## src/rtl/spi_master_param_if.sv

```systemverilog
// SPI master bus bundle: controller handshake plus the SPI pins.
// Define SPI_LOOPBACK_EN to add the loopback request input.
interface spi_master_param_if #(
   parameter int DATA_W = 8,
   parameter int NUM_SS = 2,
   parameter int DIV_W  = 8
);
   logic                      start;
   logic [DATA_W-1:0]         tx_data;
   logic [$clog2(NUM_SS)-1:0] ss_sel;
   logic [DIV_W-1:0]          clk_div;
   logic                      cpol;
   logic                      cpha;
   logic                      lsb_first;
   logic                      busy;
   logic                      done;
   logic [DATA_W-1:0]         rx_data;
   logic                      sclk;
   logic                      mosi;
   logic [NUM_SS-1:0]         ss_n;
   logic                      miso;
`ifdef SPI_LOOPBACK_EN
   logic                      loopback;
`endif

   // Master side: the SPI controller itself.
   modport master (
      input  start, tx_data, ss_sel, clk_div, cpol, cpha, lsb_first, miso,
`ifdef SPI_LOOPBACK_EN
      input  loopback,
`endif
      output busy, done, rx_data, sclk, mosi, ss_n
   );

   // Slave side: whoever issues requests and models the SPI slave.
   modport slave (
      output start, tx_data, ss_sel, clk_div, cpol, cpha, lsb_first, miso,
`ifdef SPI_LOOPBACK_EN
      output loopback,
`endif
      input  busy, done, rx_data, sclk, mosi, ss_n
   );
endinterface

```

## src/rtl/spi_master_param.sv

```systemverilog
// Parameterised SPI master: all four modes, selectable bit order,
// programmable SCLK half-period of clk_div+1 clocks, NUM_SS selects.
// Optional feature: define SPI_LOOPBACK_EN for internal mosi->rx loopback.
module spi_master_param #(
   parameter int DATA_W = 8,
   parameter int NUM_SS = 2,
   parameter int DIV_W  = 8
) (
   input  logic               clk,
   input  logic               rst_n,
   spi_master_param_if.master bus
);
   localparam int SEL_W = $clog2(NUM_SS);
   localparam int HP_W  = $clog2(2 * DATA_W);
   localparam logic [HP_W-1:0] HP_LAST = HP_W'(2 * DATA_W - 1);

   typedef enum logic [1:0] {IDLE, SETUP, XFER, HOLD} state_t;

   state_t            state_q, state_d;
   logic              run_q;        // low only until the first edge after reset
   logic [DIV_W:0]    cnt_q, cnt_d; // one spare bit: HOLD counts to clk_div+1
   logic [HP_W-1:0]   hp_q, hp_d;   // XFER half-period index
   logic [DIV_W-1:0]  div_q, div_d;
   logic              cpha_q, cpha_d;
   logic              lsb_q, lsb_d;
   logic [SEL_W-1:0]  sel_q, sel_d;
   logic              lb_q, lb_d;
   logic [DATA_W-1:0] tx_q, tx_d;
   logic [DATA_W-1:0] rx_sr_q, rx_sr_d;
   logic [DATA_W-1:0] rx_q, rx_d;
   logic              sclk_q, sclk_d; // loaded with cpol on accept
   logic              done_q, done_d;

   logic              active, accept, hp_end, hold_end;
   logic              tog, lead, trail, sample, shift;
   logic              mosi_bit, in_bit, ss_hit;
   logic [NUM_SS-1:0] ss_n_c;

   assign active   = (state_q != IDLE);
   assign accept   = (state_q == IDLE) && run_q && bus.start;
   assign hp_end   = (cnt_q == {1'b0, div_q});
   // HOLD runs one clock past a half-period so done lands a cycle after
   // the final half-period, leaving slave hold margin before ss_n rises.
   assign hold_end = (cnt_q == ({1'b0, div_q} + 1'b1));

   // SCLK edge e=0 is at SETUP exit, e=k+1 at the end of XFER half-period k;
   // even edges are leading, odd edges trailing; no toggle into HOLD.
   assign tog    = hp_end && ((state_q == SETUP) || ((state_q == XFER) && (hp_q != HP_LAST)));
   assign lead   = tog && ((state_q == SETUP) || hp_q[0]);
   assign trail  = tog && !lead;
   assign sample = cpha_q ? trail : lead;
   // cpha=1 shows the first bit from SETUP, so the first leading edge has nothing to shift.
   assign shift  = cpha_q ? (lead && (state_q == XFER)) : trail;

   assign mosi_bit = lsb_q ? tx_q[0] : tx_q[DATA_W-1];
`ifdef SPI_LOOPBACK_EN
   assign in_bit = lb_q ? mosi_bit : bus.miso;
`else
   assign in_bit = bus.miso;
   assign lb_q   = 1'b0;
   assign lb_d   = 1'b0;
`endif

   // Next-state, counters, shift registers and result capture.
   always_comb begin
      // NOTE: every _d gets a default first so no path can infer a latch.
      state_d = state_q;
      cnt_d   = cnt_q + 1'b1;
      hp_d    = hp_q;
      div_d   = div_q;
      cpha_d  = cpha_q;
      lsb_d   = lsb_q;
      sel_d   = sel_q;
`ifdef SPI_LOOPBACK_EN
      lb_d    = lb_q;
`endif
      tx_d    = tx_q;
      rx_sr_d = rx_sr_q;
      rx_d    = rx_q;
      sclk_d  = sclk_q;
      done_d  = 1'b0;

      unique case (state_q)
         IDLE: begin
            cnt_d = '0;
            if (accept) begin
               state_d = SETUP;
               hp_d    = '0;
               div_d   = bus.clk_div;
               cpha_d  = bus.cpha;
               lsb_d   = bus.lsb_first;
               sel_d   = bus.ss_sel;
`ifdef SPI_LOOPBACK_EN
               lb_d    = bus.loopback;
`endif
               tx_d    = bus.tx_data;
               rx_sr_d = '0;
               sclk_d  = bus.cpol;
            end
         end
         SETUP: begin
            if (hp_end) begin
               state_d = XFER;
               cnt_d   = '0;
               sclk_d  = ~sclk_q;
            end
         end
         XFER: begin
            if (hp_end) begin
               cnt_d = '0;
               if (hp_q == HP_LAST) begin
                  state_d = HOLD;
               end else begin
                  hp_d   = hp_q + 1'b1;
                  sclk_d = ~sclk_q;
               end
            end
         end
         HOLD: begin
            if (hold_end) begin
               state_d = IDLE;
               done_d  = 1'b1;
               rx_d    = rx_sr_q;
            end
         end
      endcase

      if (sample) rx_sr_d = lsb_q ? {in_bit, rx_sr_q[DATA_W-1:1]} : {rx_sr_q[DATA_W-2:0], in_bit};
      if (shift)  tx_d    = lsb_q ? {1'b0, tx_q[DATA_W-1:1]} : {tx_q[DATA_W-2:0], 1'b0};
   end

   // State and datapath registers; reset discards any partial word.
   always_ff @(posedge clk or negedge rst_n) begin
      if (!rst_n) begin
         state_q <= IDLE;
         run_q   <= 1'b0;
         cnt_q   <= '0;
         hp_q    <= '0;
         div_q   <= '0;
         cpha_q  <= 1'b0;
         lsb_q   <= 1'b0;
         sel_q   <= '0;
         tx_q    <= '0;
         rx_sr_q <= '0;
         rx_q    <= '0;
         sclk_q  <= 1'b0;
         done_q  <= 1'b0;
      end else begin
         // NOTE: non-blocking so every register updates from pre-edge values.
         state_q <= state_d;
         run_q   <= 1'b1;
         cnt_q   <= cnt_d;
         hp_q    <= hp_d;
         div_q   <= div_d;
         cpha_q  <= cpha_d;
         lsb_q   <= lsb_d;
         sel_q   <= sel_d;
         tx_q    <= tx_d;
         rx_sr_q <= rx_sr_d;
         rx_q    <= rx_d;
         sclk_q  <= sclk_d;
         done_q  <= done_d;
      end
   end

`ifdef SPI_LOOPBACK_EN
   // Loopback request, latched with the rest of the transfer setup.
   always_ff @(posedge clk or negedge rst_n) begin
      if (!rst_n) lb_q <= 1'b0;
      else        lb_q <= lb_d;
   end
`endif

   // Select decode: out-of-range selects and loopback keep every ss_n high.
   assign ss_hit = active && !lb_q && ({1'b0, sel_q} < (SEL_W + 1)'(NUM_SS));
   always_comb begin
      ss_n_c = '1;
      for (int i = 0; i < NUM_SS; i++) begin
         if (ss_hit && (sel_q == SEL_W'(i))) ss_n_c[i] = 1'b0;
      end
   end

   assign bus.busy    = active;
   assign bus.done    = done_q;
   assign bus.rx_data = rx_q;
   assign bus.mosi    = active & mosi_bit;
   assign bus.sclk    = run_q & (active ? sclk_q : bus.cpol);
   assign bus.ss_n    = ss_n_c;
endmodule
```

## src/flat_wrapper.sv

```systemverilog
// flat-port wrapper written by rule: the top's interface ports become plain ports
module spi_master_param_flat 
#(
   parameter int DATA_W = 8,
   parameter int NUM_SS = 2,
   parameter int DIV_W  = 8
)
  (clk, rst_n, bus_start, bus_tx_data, bus_ss_sel, bus_clk_div, bus_cpol, bus_cpha, bus_lsb_first, bus_miso, bus_busy, bus_done, bus_rx_data, bus_sclk, bus_mosi, bus_ss_n);
  spi_master_param_if #(.DATA_W(DATA_W), .NUM_SS(NUM_SS), .DIV_W(DIV_W)) bus_i ();
  input  logic clk;
  input  logic rst_n;
  input wire logic [$bits(bus_i.start)-1:0] bus_start;
  input wire logic [$bits(bus_i.tx_data)-1:0] bus_tx_data;
  input wire logic [$bits(bus_i.ss_sel)-1:0] bus_ss_sel;
  input wire logic [$bits(bus_i.clk_div)-1:0] bus_clk_div;
  input wire logic [$bits(bus_i.cpol)-1:0] bus_cpol;
  input wire logic [$bits(bus_i.cpha)-1:0] bus_cpha;
  input wire logic [$bits(bus_i.lsb_first)-1:0] bus_lsb_first;
  input wire logic [$bits(bus_i.miso)-1:0] bus_miso;
  output wire logic [$bits(bus_i.busy)-1:0] bus_busy;
  output wire logic [$bits(bus_i.done)-1:0] bus_done;
  output wire logic [$bits(bus_i.rx_data)-1:0] bus_rx_data;
  output wire logic [$bits(bus_i.sclk)-1:0] bus_sclk;
  output wire logic [$bits(bus_i.mosi)-1:0] bus_mosi;
  output wire logic [$bits(bus_i.ss_n)-1:0] bus_ss_n;
  assign bus_i.start = bus_start;
  assign bus_i.tx_data = bus_tx_data;
  assign bus_i.ss_sel = bus_ss_sel;
  assign bus_i.clk_div = bus_clk_div;
  assign bus_i.cpol = bus_cpol;
  assign bus_i.cpha = bus_cpha;
  assign bus_i.lsb_first = bus_lsb_first;
  assign bus_i.miso = bus_miso;
  assign bus_busy = bus_i.busy;
  assign bus_done = bus_i.done;
  assign bus_rx_data = bus_i.rx_data;
  assign bus_sclk = bus_i.sclk;
  assign bus_mosi = bus_i.mosi;
  assign bus_ss_n = bus_i.ss_n;
  spi_master_param #(.DATA_W(DATA_W), .NUM_SS(NUM_SS), .DIV_W(DIV_W)) u_core (.clk(clk), .rst_n(rst_n), .bus(bus_i));
endmodule
```

## config.mk

```make
export PLATFORM = sky130hd
export DESIGN_NAME = spi_master_param_flat
export DESIGN_NICKNAME = d
export VERILOG_FILES = /design/src/rtl/spi_master_param_if.sv /design/src/rtl/spi_master_param.sv /design/src/flat_wrapper.sv
export SDC_FILE = /design/constraint.sdc
export NUM_CORES = 1
export LEC_CHECK = 0
export ABC_CLOCK_PERIOD_IN_PS = 2700
export CAP_MARGIN = 25
export CORE_MARGIN = 4
export CORE_UTILIZATION = 35
export CTS_CLUSTER_DIAMETER = 100
export DETAILED_ROUTE_END_ITERATION = 8
export PLACE_DENSITY = 0.55
export SLEW_MARGIN = 20
export SYNTH_ARGS = -nofsm -noshare
export SYNTH_HDL_FRONTEND = slang
export SYNTH_SLANG_ARGS = --single-unit
```

## constraint.sdc

```tcl
create_clock -name clk -period 2.7 [get_ports clk]
set_clock_uncertainty 0.15 [all_clocks]
set_input_delay 0.27 -clock clk [delete_from_list [all_inputs] [get_ports clk]]
set_output_delay 0.27 -clock clk [all_outputs]
set_load 0.01 [all_outputs]
```

==> summary.txt <==
Die
  – FP Rows: 33
  – Die footprint: 0.009892 mm²
  – Initial core utilization: 35.81%
  – Core box area: 0.008175 mm²
  – Die height: 99.46 µm
  – Die X: 99.46 µm
  – Ports: 38

Route
  – Drc violations: 0
  – Wire length per cell: 14.95 µm
  – DRT antenna net count: 0
  – Routed wl met2: 2992 µm
  – Highest metal used: met4
  – Final WL: 6293 µm
  – Starting DRT DRC Count: 131
  – Met3 Wirelength: 223 µm
  – First-pass DRT Iterations: 4
  – Vias: 2,147
  – Vias per cell: 5.100
  – Routed length on met1: 3027 µm

Synthesis
  – Synth warnings: 0
  – Top-count cell post-synth: dfrtp_1
  – Post-synthesis adder-cell area fraction: 2.991%
  – Asr flop ratio synth: 100.0%
  – Post-Synth Simple-Gate Area: 12.91%
  – Top cells by area, synth: dfrtp_1, mux2i_1, mux2_2, xor2_1, ha_1
  – Avg Cell Area, Syn: 11.13 µm²
  – Gate Count Post-Synth: 263
  – Post-Syn Nets: 294
  – Yosys reg bits: 53
  – Sequential area share after synthesis: 45.30%
  – List of most frequent post-synthesis cells: dfrtp_1, mux2i_1, mux2_2
  – Mux contribution to synthesized area: 22.39%
  – Share of the synthesized area in the top cell type: 45.30%
  – Compound-Gate Fraction of Synth Area: 7.692%
  – Synth unique cells: 47
  – Leading area contributor after synthesis: dfrtp_1
  – EDFF count, synth: 0
  – Most used DFF post-synth: dfrtp_1
  – Post-synth design cell area: 0.002928 mm²
  – Largest family of logic cells by synthesized area: multiplexers
  – Xor/xnor share of the synthesized area: 6.239%

Placement
  – Pre-CTS setup slack: 122.0 ps
  – Gpl congestion: 0.8573
  – PortBufs: 37
  – HPWL after detailed placement: 4570 µm
  – Placed insts: 412
  – Dpl cell area: 0.003531 mm²

Clock tree
  – # hold bufs at CTS: 1
  – H-tree depth: 2
  – CTS Root Cell: clkbuf_8
  – CTS buffer count: 5
  – Post-cts sizing count: 0
  – Setup Fix Bufs, Post-CTS: 0
  – Clock sink total: 53
  – CTS tree: built
  – Clk buf depth: 2
  – Clk_lat worst skew: 300 ps
  – CTS clk-pin slew, worst paths: 100 ps

Cells and area
  – Fill count: 797
  – Multi-input gate area: 0.001533 mm²
  – P&R area growth vs syn: 25.04%
  – Final Instance Area: 0.003661 mm²
  – FF+latch area: 0.001326 mm²
  – # diodes: 0
  – Nets: 346
  – Cell Count, Final, Fillers Out: 421
  – Layout cells sized above 1: 16.77%

Power and ir drop
  – Pwr/cell area: 1037 mW/mm²
  – Static Leak: 0.001616 µW
  – Tot Pwr: 3797 µW
  – Peak supply drop: 0.3886 mV

Worst setup path
  – Crit path capture type: register
  – Arr. time, crit path: 2630 ps
  – Crit-path slowest cell: or4b_1
  – Worst Path Buf+Inv: 1
  – Crit-path cells: xor2_2 -> or4b_1 -> o221ai_2 -> a21oi_2 -> nor4b_4 -> buf_12 -> mux2_2
  – Crit-path max cell delay: 480 ps
  – Kind of critical path: reg2reg
  – Worst Path Max Fanout: 9
  – Critical Path RT: 2740 ps
  – Type of origin of the critical path: register
  – CP delay by family, top: simple AND/OR/NAND/NOR gates

Timing
  – Tmin final: 2590 ps
  – Setup TNS: 0 ps
  – RSZ-0062 raised after global routing: false
  – Slew @ Worst Pin: 600.3 ps
  – FMAX: 386.0 MHz
  – Slew Limit Headroom: 59.56%
  – Final worst-path setup slack: 109.6 ps
  – Final setup viols: 0
  – Slew Viols, Final: 0
  – Period utilisation layout: 95.94%
  – Hold Violations, Final: 0

Global route
  – Gr ovfl total: 0
  – First-pass GRT wire length: 10,700 µm
  – Vias in the first global route: 2,217
  – Largest net degree at the start of global routing: 54
  – Initial antenna violation count: 0
  – Tot GR Track Use: 13.41%

Job
  – Number of max-cap violations: 0

Outcome
  – Status: complete, no violations

Hold path
  – Worst Hold Class: in2async
## power by group
group          internal (µW)  total (µW)  switching, µW  leakage (µW)
Combinational            946        1820            878      0.000892
Sequential              1100        1410            304      0.000667
Clock                    302         567            265     0.0000574
## layer usage
layer  vias up  track usage (%)
li1       1039                -
met1      1052            18.54
met5         -                0
met4         0            3.151
met3         4            2.875
met2        52            21.59
## stage by stage
step                      hold slack (ps)  utilization [%]
after global routing                356.3            44.78
after floorplan                    -175.6                -
final                               318.1            44.78
after CTS                           333.6            44.78
after global placement              140.1            43.19
after detailed placement            140.3            43.19
## path summary, 6_finish.rpt
kind	end	slack, ps	cells past startpoint	startpoint
worst max register to register	u_core.bus.rx_data[4]	110	7	u_core.div_q[7]
worst min-delay path	u_core.tx_q[1]	320	3	rst_n
worst min register to register	u_core.bus.rx_data[1]	360	1	u_core.bus.rx_data[1]
worst max-delay path	u_core.bus.rx_data[4]	110	7	u_core.div_q[7]
min in group clk	u_core.bus.rx_data[1]	360	1	u_core.bus.rx_data[1]
max in group asynchronous	u_core.sclk_q	1810	3	rst_n
## cell type report
cell class | count | area share, %
Sequential cell | 53 | 36.23
Inverter | 10 | 1.025
Multi-Input combinational cell | 192 | 41.87
Clock buffer | 6 | 2.256
Timing Repair Buffer | 53 | 14.01
Clock inverter | 2 | 1.025
Tap cell | 105 | 3.589
## worst min-delay path: stages
cell,delay [ps]
dlygate4sd3_1,520
buf_2,120
buf_12,260
## logic make-up (layout without fill, tap and decap cells)
group / Yosys count / after routing
AO/OA/AOI/OAI: 32 / 32
AND/OR/NAND/NOR: 69 / 69
other: 1 / 1
buffers and inverters: 18 / 71
adder cells (fa/ha/maj): 7 / 7
flip-flops: 53 / 53
XOR/XNOR: 20 / 20
multiplexers: 63 / 63
## registers in the layout, indices dropped and copies added, names as in the netlist
name                count
u_core.cnt_q            9
u_core.state_q          2
u_core.sclk_q           1
u_core.tx_q             8
u_core.run_q            1
u_core.lsb_q            1
u_core.rx_sr_q          8
u_core.bus.done         1
u_core.div_q            8
u_core.sel_q            1
u_core.bus.rx_data      8
u_core.cpha_q           1
u_core.hp_q             4
## cell usage in the layout, fill, tap and decap left out, drive strengths merged, types with 2 or more instances in the layout
cell type	n
clkbuf	6
or3	2
clkdlybuf4s50	36
a31oi	2
nand2	14
buf	16
dfrtp	53
nor3	5
xor2	14
nor4b	3
and3	2
nand3	12
nand2b	4
ha	7
a211o	2
o31ai	2
inv	10
mux2i	43
nor2b	2
o21ai	4
xnor2	6
nand4	5
mux2	20
nor2	16
a21oi	11
Note: power is estimated with default switching activity, not from simulation.
